[config.mk]
export PLATFORM = sky130hd
export DESIGN_NAME = mem_port_arbiter_flat
export DESIGN_NICKNAME = d
export VERILOG_FILES = /design/src/rtl/mem_port_arbiter_if.sv /design/src/rtl/mem_port_arbiter.sv /design/src/flat_wrapper.sv
export SDC_FILE = /design/constraint.sdc
export NUM_CORES = 1
export LEC_CHECK = 0
export ABC_AREA = 1
export BUFFER_PORTS_ARGS = -buffer_cell sky130_fd_sc_hd__clkbuf_2
export CAP_MARGIN = 20
export CELL_PAD_IN_SITES_DETAIL_PLACEMENT = 2
export CELL_PAD_IN_SITES_GLOBAL_PLACEMENT = 2
export CORE_MARGIN = 4
export CORE_UTILIZATION = 23
export DETAILED_ROUTE_END_ITERATION = 10
export PLACE_DENSITY = 0.82
export SYNTH_ARGS = -nofsm -noshare
export SYNTH_HDL_FRONTEND = slang
export SYNTH_SLANG_ARGS = --single-unit
[constraint.sdc]
create_clock -name clk_i -period 1.7 [get_ports clk_i]
set_clock_uncertainty 0.2 [all_clocks]
set_input_delay 0.17 -clock clk_i [delete_from_list [all_inputs] [get_ports clk_i]]
set_output_delay 0.17 -clock clk_i [all_outputs]
set_load 0.05 [all_outputs]
[src/rtl/mem_port_arbiter_if.sv]
// Signal bundle between mem_port_arbiter, the IF/MEM pipeline stages and the unified RAM.
// Defining MEM_ARB_PERF_EN adds the if_conflict_cnt_o / mem_acc_cnt_o counter outputs.
interface mem_port_arbiter_if #(
    parameter int unsigned ADDR_W = 32,
    parameter int unsigned DATA_W = 32
);
    logic              if_req_i;
    logic [ADDR_W-1:0] if_addr_i;
    logic [DATA_W-1:0] if_rdata_o;
    logic              if_ready_o;
    logic              mem_req_i;
    logic              mem_we_i;
    logic [ADDR_W-1:0] mem_addr_i;
    logic [DATA_W-1:0] mem_wdata_i;
    logic [DATA_W-1:0] mem_rdata_o;
    logic              mem_ready_o;
    logic              ram_en_o;
    logic              ram_we_o;
    logic [ADDR_W-1:0] ram_addr_o;
    logic [DATA_W-1:0] ram_wdata_o;
    logic [DATA_W-1:0] ram_rdata_i;
    logic              stall_if_o;
    logic              stall_pipe_o;
`ifdef MEM_ARB_PERF_EN
    logic [31:0]       if_conflict_cnt_o;
    logic [31:0]       mem_acc_cnt_o;

    modport slave (
        input  if_req_i, if_addr_i, mem_req_i, mem_we_i, mem_addr_i, mem_wdata_i, ram_rdata_i,
        output if_rdata_o, if_ready_o, mem_rdata_o, mem_ready_o,
        output ram_en_o, ram_we_o, ram_addr_o, ram_wdata_o, stall_if_o, stall_pipe_o,
        output if_conflict_cnt_o, mem_acc_cnt_o
    );
    modport master (
        output if_req_i, if_addr_i, mem_req_i, mem_we_i, mem_addr_i, mem_wdata_i, ram_rdata_i,
        input  if_rdata_o, if_ready_o, mem_rdata_o, mem_ready_o,
        input  ram_en_o, ram_we_o, ram_addr_o, ram_wdata_o, stall_if_o, stall_pipe_o,
        input  if_conflict_cnt_o, mem_acc_cnt_o
    );
`else
    modport slave (
        input  if_req_i, if_addr_i, mem_req_i, mem_we_i, mem_addr_i, mem_wdata_i, ram_rdata_i,
        output if_rdata_o, if_ready_o, mem_rdata_o, mem_ready_o,
        output ram_en_o, ram_we_o, ram_addr_o, ram_wdata_o, stall_if_o, stall_pipe_o
    );
    modport master (
        output if_req_i, if_addr_i, mem_req_i, mem_we_i, mem_addr_i, mem_wdata_i, ram_rdata_i,
        input  if_rdata_o, if_ready_o, mem_rdata_o, mem_ready_o,
        input  ram_en_o, ram_we_o, ram_addr_o, ram_wdata_o, stall_if_o, stall_pipe_o
    );
`endif
endinterface

[src/rtl/mem_port_arbiter.sv]
// Arbitrates the single-ported unified RAM between fetch (IF) and load/store (MEM), MEM first,
// and produces pipeline stalls. Optional counters are enabled by defining MEM_ARB_PERF_EN.
module mem_port_arbiter #(
    parameter int unsigned MEM_LAT = 2,
    parameter int unsigned ADDR_W  = 32,
    parameter int unsigned DATA_W  = 32
) (
    input logic               clk_i,
    input logic               rst_i,
    mem_port_arbiter_if.slave bus
);
    localparam int unsigned      CNT_W    = 4;
    localparam logic [CNT_W-1:0] LAT_LOAD = CNT_W'(MEM_LAT);

    typedef enum logic [1:0] {
        ST_IDLE  = 2'd0,
        ST_ISSUE = 2'd1,
        ST_WAIT  = 2'd2
    } state_e;

    state_e            state_q, state_d;
    logic              owner_q, owner_d;   // 1 = MEM stage owns the access
    logic [CNT_W-1:0]  cnt_q, cnt_d;
    logic              ram_en_q, ram_en_d;
    logic              ram_we_q, ram_we_d;
    logic [ADDR_W-1:0] ram_addr_q, ram_addr_d;
    logic [DATA_W-1:0] ram_wdata_q, ram_wdata_d;
    logic [DATA_W-1:0] if_rdata_q, if_rdata_d;
    logic              if_ready_q, if_ready_d;
    logic [DATA_W-1:0] mem_rdata_q, mem_rdata_d;
    logic              mem_ready_q, mem_ready_d;
    logic              if_eff_c, mem_eff_c;

    // A request is not re-served in the cycle its own completion pulse is visible.
    assign if_eff_c  = bus.if_req_i  & ~if_ready_q;
    assign mem_eff_c = bus.mem_req_i & ~mem_ready_q;

    always_comb begin
        state_d     = state_q;
        owner_d     = owner_q;
        cnt_d       = cnt_q;
        ram_en_d    = 1'b0;
        ram_we_d    = ram_we_q;
        ram_addr_d  = ram_addr_q;
        ram_wdata_d = ram_wdata_q;
        if_rdata_d  = if_rdata_q;
        if_ready_d  = 1'b0;
        mem_rdata_d = mem_rdata_q;
        mem_ready_d = 1'b0;
        case (state_q)
            ST_IDLE: begin
                if (mem_eff_c) begin
                    owner_d     = 1'b1;
                    ram_we_d    = bus.mem_we_i;
                    ram_addr_d  = bus.mem_addr_i;
                    ram_wdata_d = bus.mem_wdata_i;
                    ram_en_d    = 1'b1;
                    cnt_d       = LAT_LOAD;
                    state_d     = ST_ISSUE;
                end else if (if_eff_c) begin
                    owner_d     = 1'b0;
                    ram_we_d    = 1'b0;
                    ram_addr_d  = bus.if_addr_i;
                    ram_en_d    = 1'b1;
                    cnt_d       = LAT_LOAD;
                    state_d     = ST_ISSUE;
                end
            end
            ST_ISSUE: state_d = ST_WAIT;
            ST_WAIT: begin
                // Last WAIT cycle is the one where the RAM presents read data.
                if (cnt_q <= CNT_W'(1)) begin
                    state_d = ST_IDLE;
                    if (owner_q) begin
                        mem_ready_d = 1'b1;
                        if (!ram_we_q) mem_rdata_d = bus.ram_rdata_i;
                    end else begin
                        if_ready_d = 1'b1;
                        if_rdata_d = bus.ram_rdata_i;
                    end
                end else begin
                    cnt_d = cnt_q - CNT_W'(1);
                end
            end
            default: state_d = ST_IDLE;
        endcase
    end

    always_ff @(posedge clk_i or negedge rst_i) begin
        if (!rst_i) begin
            state_q     <= ST_IDLE;
            owner_q     <= 1'b0;
            cnt_q       <= '0;
            ram_en_q    <= 1'b0;
            ram_we_q    <= 1'b0;
            ram_addr_q  <= '0;
            ram_wdata_q <= '0;
            if_rdata_q  <= '0;
            if_ready_q  <= 1'b0;
            mem_rdata_q <= '0;
            mem_ready_q <= 1'b0;
        end else begin
            state_q     <= state_d;
            owner_q     <= owner_d;
            cnt_q       <= cnt_d;
            ram_en_q    <= ram_en_d;
            ram_we_q    <= ram_we_d;
            ram_addr_q  <= ram_addr_d;
            ram_wdata_q <= ram_wdata_d;
            if_rdata_q  <= if_rdata_d;
            if_ready_q  <= if_ready_d;
            mem_rdata_q <= mem_rdata_d;
            mem_ready_q <= mem_ready_d;
        end
    end

    assign bus.ram_en_o     = ram_en_q;
    assign bus.ram_we_o     = ram_we_q;
    assign bus.ram_addr_o   = ram_addr_q;
    assign bus.ram_wdata_o  = ram_wdata_q;
    assign bus.if_rdata_o   = if_rdata_q;
    assign bus.if_ready_o   = if_ready_q;
    assign bus.mem_rdata_o  = mem_rdata_q;
    assign bus.mem_ready_o  = mem_ready_q;
    assign bus.stall_pipe_o = bus.mem_req_i & ~mem_ready_q;
    assign bus.stall_if_o   = (bus.if_req_i & ~if_ready_q) | (bus.mem_req_i & ~mem_ready_q);

`ifdef MEM_ARB_PERF_EN
    logic [31:0] conf_cnt_q, conf_cnt_d;
    logic [31:0] acc_cnt_q, acc_cnt_d;
    logic        conf_hit_c;

    // Fetch is blocked by a MEM access either in flight or winning arbitration now.
    assign conf_hit_c = if_eff_c & (((state_q != ST_IDLE) & owner_q) | ((state_q == ST_IDLE) & mem_eff_c));

    always_comb begin
        conf_cnt_d = conf_cnt_q;
        acc_cnt_d  = acc_cnt_q;
        if (conf_hit_c && (conf_cnt_q != 32'hFFFF_FFFF)) conf_cnt_d = conf_cnt_q + 32'd1;
        if (mem_ready_q && (acc_cnt_q != 32'hFFFF_FFFF)) acc_cnt_d = acc_cnt_q + 32'd1;
    end

    always_ff @(posedge clk_i or negedge rst_i) begin
        if (!rst_i) begin
            conf_cnt_q <= '0;
            acc_cnt_q  <= '0;
        end else begin
            conf_cnt_q <= conf_cnt_d;
            acc_cnt_q  <= acc_cnt_d;
        end
    end

    assign bus.if_conflict_cnt_o = conf_cnt_q;
    assign bus.mem_acc_cnt_o     = acc_cnt_q;
`endif
endmodule
[src/flat_wrapper.sv]
// flat-port wrapper written by rule: the top's interface ports become plain ports
module mem_port_arbiter_flat 
#(
    parameter int unsigned MEM_LAT = 2,
    parameter int unsigned ADDR_W  = 32,
    parameter int unsigned DATA_W  = 32
)
  (clk_i, rst_i, bus_if_req_i, bus_if_addr_i, bus_mem_req_i, bus_mem_we_i, bus_mem_addr_i, bus_mem_wdata_i, bus_ram_rdata_i, bus_if_rdata_o, bus_if_ready_o, bus_mem_rdata_o, bus_mem_ready_o, bus_ram_en_o, bus_ram_we_o, bus_ram_addr_o, bus_ram_wdata_o, bus_stall_if_o, bus_stall_pipe_o);
  mem_port_arbiter_if #(.ADDR_W(ADDR_W), .DATA_W(DATA_W)) bus_i ();
  input logic clk_i;
  input logic rst_i;
  input wire logic [$bits(bus_i.if_req_i)-1:0] bus_if_req_i;
  input wire logic [$bits(bus_i.if_addr_i)-1:0] bus_if_addr_i;
  input wire logic [$bits(bus_i.mem_req_i)-1:0] bus_mem_req_i;
  input wire logic [$bits(bus_i.mem_we_i)-1:0] bus_mem_we_i;
  input wire logic [$bits(bus_i.mem_addr_i)-1:0] bus_mem_addr_i;
  input wire logic [$bits(bus_i.mem_wdata_i)-1:0] bus_mem_wdata_i;
  input wire logic [$bits(bus_i.ram_rdata_i)-1:0] bus_ram_rdata_i;
  output wire logic [$bits(bus_i.if_rdata_o)-1:0] bus_if_rdata_o;
  output wire logic [$bits(bus_i.if_ready_o)-1:0] bus_if_ready_o;
  output wire logic [$bits(bus_i.mem_rdata_o)-1:0] bus_mem_rdata_o;
  output wire logic [$bits(bus_i.mem_ready_o)-1:0] bus_mem_ready_o;
  output wire logic [$bits(bus_i.ram_en_o)-1:0] bus_ram_en_o;
  output wire logic [$bits(bus_i.ram_we_o)-1:0] bus_ram_we_o;
  output wire logic [$bits(bus_i.ram_addr_o)-1:0] bus_ram_addr_o;
  output wire logic [$bits(bus_i.ram_wdata_o)-1:0] bus_ram_wdata_o;
  output wire logic [$bits(bus_i.stall_if_o)-1:0] bus_stall_if_o;
  output wire logic [$bits(bus_i.stall_pipe_o)-1:0] bus_stall_pipe_o;
  assign bus_i.if_req_i = bus_if_req_i;
  assign bus_i.if_addr_i = bus_if_addr_i;
  assign bus_i.mem_req_i = bus_mem_req_i;
  assign bus_i.mem_we_i = bus_mem_we_i;
  assign bus_i.mem_addr_i = bus_mem_addr_i;
  assign bus_i.mem_wdata_i = bus_mem_wdata_i;
  assign bus_i.ram_rdata_i = bus_ram_rdata_i;
  assign bus_if_rdata_o = bus_i.if_rdata_o;
  assign bus_if_ready_o = bus_i.if_ready_o;
  assign bus_mem_rdata_o = bus_i.mem_rdata_o;
  assign bus_mem_ready_o = bus_i.mem_ready_o;
  assign bus_ram_en_o = bus_i.ram_en_o;
  assign bus_ram_we_o = bus_i.ram_we_o;
  assign bus_ram_addr_o = bus_i.ram_addr_o;
  assign bus_ram_wdata_o = bus_i.ram_wdata_o;
  assign bus_stall_if_o = bus_i.stall_if_o;
  assign bus_stall_pipe_o = bus_i.stall_pipe_o;
  mem_port_arbiter #(.MEM_LAT(MEM_LAT), .ADDR_W(ADDR_W), .DATA_W(DATA_W)) u_core (.clk_i(clk_i), .rst_i(rst_i), .bus(bus_i));
endmodule
==> summary.md <==
| Metric | Value |
|---|---|
| Status | complete, but fails checks |
| Failing checks | setup timing |
| Combinational family with the most area after synthesis | simple AND/OR/NAND/NOR gates |
| WS Path Type | flip-flop to flip-flop |
| Crit. Startpoint | u_core.cnt_q[1] |
| Fillers | 2777 |
| Synthesis-stage register bit count | 139 |
| CP required | 1.82 ns |
| Worst hold slack | 0.05134 ns |
| Clock Latency Late Sink | 0.42 ns |
| Synth area leader | dfrtp_1 |
| Post-synthesis cell type count | 21 |
| RSZ-0062 raised after global routing | yes |
| H-tree levels | 4 |
| Worst Path Max Fanout | 8 |
| Synth Area in Compound Gates | 0.07080 |
| Finished Cell Area | 10410 um^2 |
| Largest net degree at the start of global routing | 42 |
| Dpl hpwl | 17.38 mm |
| Synth top area share | 0.5806 |
| Async set-reset flop share out of synthesis | 1.000 |
| Crit path capture | u_core.bus.if_rdata_o[0] |
| Post-synth EDFFs | 0 |
| First-pass detailed-route iteration total | 4 |
| Worst-margin pin slew | 0.4246 ns |
| Final setup fails | 59 |
| Clock transition at path regs | 0.07 ns |
| X dimension of the die | 169.4 um |
| Mapped Area | 5991 um^2 |
| Die height | 169.4 um |
| Port-buffer cells | 266 |
| Lkg Pwr | 5.591 nW |
| Final nets | 1281 |
| Setup WS post-layout | -0.1394 ns |
| Critical-path cell list | inv_2 > ha_4 > inv_4 > nand2_4 > nand2_4 > inv_4 > nand3_4 > buf_6 > buf_6 > o21ai_1 |
| Mean routed wirelength per cell | 21.29 um |
| Aggregate routed wire length | 31.72 mm |
| Startpoint types | flip-flop |
| Worst flop-to-flop path endpoint | u_core.bus.if_rdata_o[0] |
| Register area share after synthesis | 0.5806 |
| Tcrit/Tclk final | 1.082 |
| R2R Path Start | u_core.cnt_q[1] |
| R2R setup slack | -0.14 ns |
| Initial antenna violation count | 1 |
| GRT Util Overall | 0.2091 |
| Top-count cell post-synth | nand2_1 |
| Via density | 4.568 |
| Max-slew violations | 0 |
| Fin crit period | 1.839 ns |
| Remaining antenna violation count | 0 |
| CP arrival | 1.96 ns |
| XOR/XNOR share of the synthesized area | 0 |
| Final Hold Viols | 0 |
| Adder-Cell Fraction of Synth Area | 0.004177 |
| Initial DRC count | 382 |
| Global-route wire length before repair | 46.61 mm |
| Levels on crit path | 10 |
| Peak Freq | 543.7 MHz |
| Largest delay share family, worst path | buffers and inverters |
| Post-Synth Simple-Gate Area | 0.2769 |
| Mux contribution to synthesized area | 0 |
| Layout cells sized above 1 | 0.3693 |
| Residual DRC count | 0 |
| CTS Buffer Depth | 2 |
| Clock Sink Count | 139 |
| CP max stage delay | 0.39 ns |
| Synth cell count leaders | nand2_1 (371), dfrtp_1 (139), inv_1 (43), o21ai_1 (42), nand3_1 (39) |
| Die Area | 28690 um^2 |
| Total gr overflow | 0 |
| CORE AREA | 25400 um^2 |
| Max_cap viols | 0 |
| Most used DFF post-synth | dfrtp_1 |
| Slowest CP cell | dfrtp_1 |
| Buf/Inv on CP | 5 |
| Slew headroom | 0.7169 |
| PD cells | 2263 nW/um^2 |
| Cells after synthesis | 717 |
| Area contributors post-synth | dfrtp_1 (58%), nand2_1 (23%), o21ai_1 (3.5%), nand3_1 (3.3%), o21ai_2 (3.1%) |
| Vias in the first global route | 7787 |
| CTS tree | yes |
| I/O pin cnt | 267 |
| Mapped Nets | 852 |
| Total number of vias | 6806 |
| CTS buffer count | 17 |
| Synth warn | 0 |
| CP Capture Type | flip-flop |
| RePlAce Congestion | 0.7743 |
| Root Buffer Master | clkbuf_16 |
| Placed cell area | 7971 um^2 |
| Area Overhead vs Synth | 73.83% |
| Initial core utilization | 0.2359 |
| Worst Hold Class | input port to asynchronous set/reset pin |
| Reg2Reg Depth | 10 |
| Overall power | 23.57 mW |
| Row count | 58 |
| Avg Inst Size Synth | 8.355 um^2 |
| Maximum VDD drop | 0.001097 V |
[cell usage in the layout (no fill, tap or decap), drive strengths merged]
cell type / instances
nand2: 374
clkbuf: 282
dfrtp: 139
dlygate4sd3: 130
o21ai: 68
buf: 55
inv: 51
nand3: 39
nor2: 5
clkinvlp: 4
bufinv: 3
clkinv: 3
ha: 2
diode: 1
nor3: 1
or2: 1
a21oi: 1
nand3b: 1
[cell type report]
cell class	count	area (um^2)	area share
flip-flops and latches	139	3481	0.3343
repair buffers	449	3326	0.3194
multi-input cells	492	2382	0.2288
clock buffers	18	429.2	0.04121
well taps	330	412.9	0.03965
inverters	47	196.4	0.01886
clock inverters	14	183.9	0.01766
diodes	1	2.502	0.0002403
[what timing repair did]
action                                  4_1_cts  5_1_grt
endpoints found under the setup margin       70       88
pin swaps                                     4        4
setup buffers                                16        7
gates cloned                                  2        1
hold buffers                                130        0
hold endpoints to repair                    268        0
gates resized for setup                      53       41
[metal layers]
metal  global-route usage  up-vias  wire [um]
met5                    0        -          0
met4              0.06160        0        919
met3              0.06662       56       2126
met2               0.3761      275      16330
met1               0.2377     3401      12350
li1                     -     3074          -
[flip-flops by register name, indices dropped and copies added (netlist names)]
signal / cells
u_core.bus.mem_rdata_o: 32
u_core.bus.ram_en_o: 1
u_core.bus.ram_wdata_o: 32
u_core.bus.ram_we_o: 1
u_core.bus.if_ready_o: 1
u_core.bus.ram_addr_o: 32
u_core.cnt_q: 4
u_core.state_q: 2
u_core.owner_q: 1
u_core.bus.if_rdata_o: 32
u_core.bus.mem_ready_o: 1
[metrics by stage]
| step | cells | setup WS (ns) | TNS (ns) | utilization |
|---|---|---|---|---|
| after global placement | 1306 | 0.01364 | 0 | 0.3138 |
| after CTS | 1483 | -0.03954 | -0.6017 | 0.4015 |
| after detailed placement | 1306 | -0.1121 | -3.494 | 0.3138 |
| after global routing | 1490 | -0.1876 | -6.143 | 0.4100 |
| final | 1490 | -0.1394 | -2.820 | 0.4100 |
| after floorplan | 717 | -0.02251 | -0.1998 | - |
[how the worst min path moves through the flow]
stage	end	slack, ns	cells past startpoint	start
after floorplan	u_core.bus.if_rdata_o[0]	-0.33	0	rst_i
after global placement	u_core.bus.if_rdata_o[16]	-0.09	1	rst_i
after detailed placement	u_core.bus.if_rdata_o[16]	-0.09	1	rst_i
after CTS	u_core.bus.ram_wdata_o[3]	0.0003	5	bus_mem_req_i
after global routing	u_core.bus.if_rdata_o[0]	0.06	2	rst_i
final	u_core.bus.if_rdata_o[14]	0.05	2	rst_i
[where the power goes]
group | total, mW | leakage (nW) | switching, mW | internal [mW]
sequential | 6.22 | 1.70 | 1.30 | 4.92
clock | 4.00 | 0.286 | 1.65 | 2.35
combinational | 13.3 | 3.60 | 9.92 | 3.43
[logic make-up (layout without fill, tap and decap cells)]
group,Yosys count,after routing
AO/OA/AOI/OAI,69,69
buffers and inverters,86,528
adder cells (fa/ha/maj),2,2
other,0,1
AND/OR/NAND/NOR,421,421
flip-flops,139,139
(Power assumes the default switching activity.)
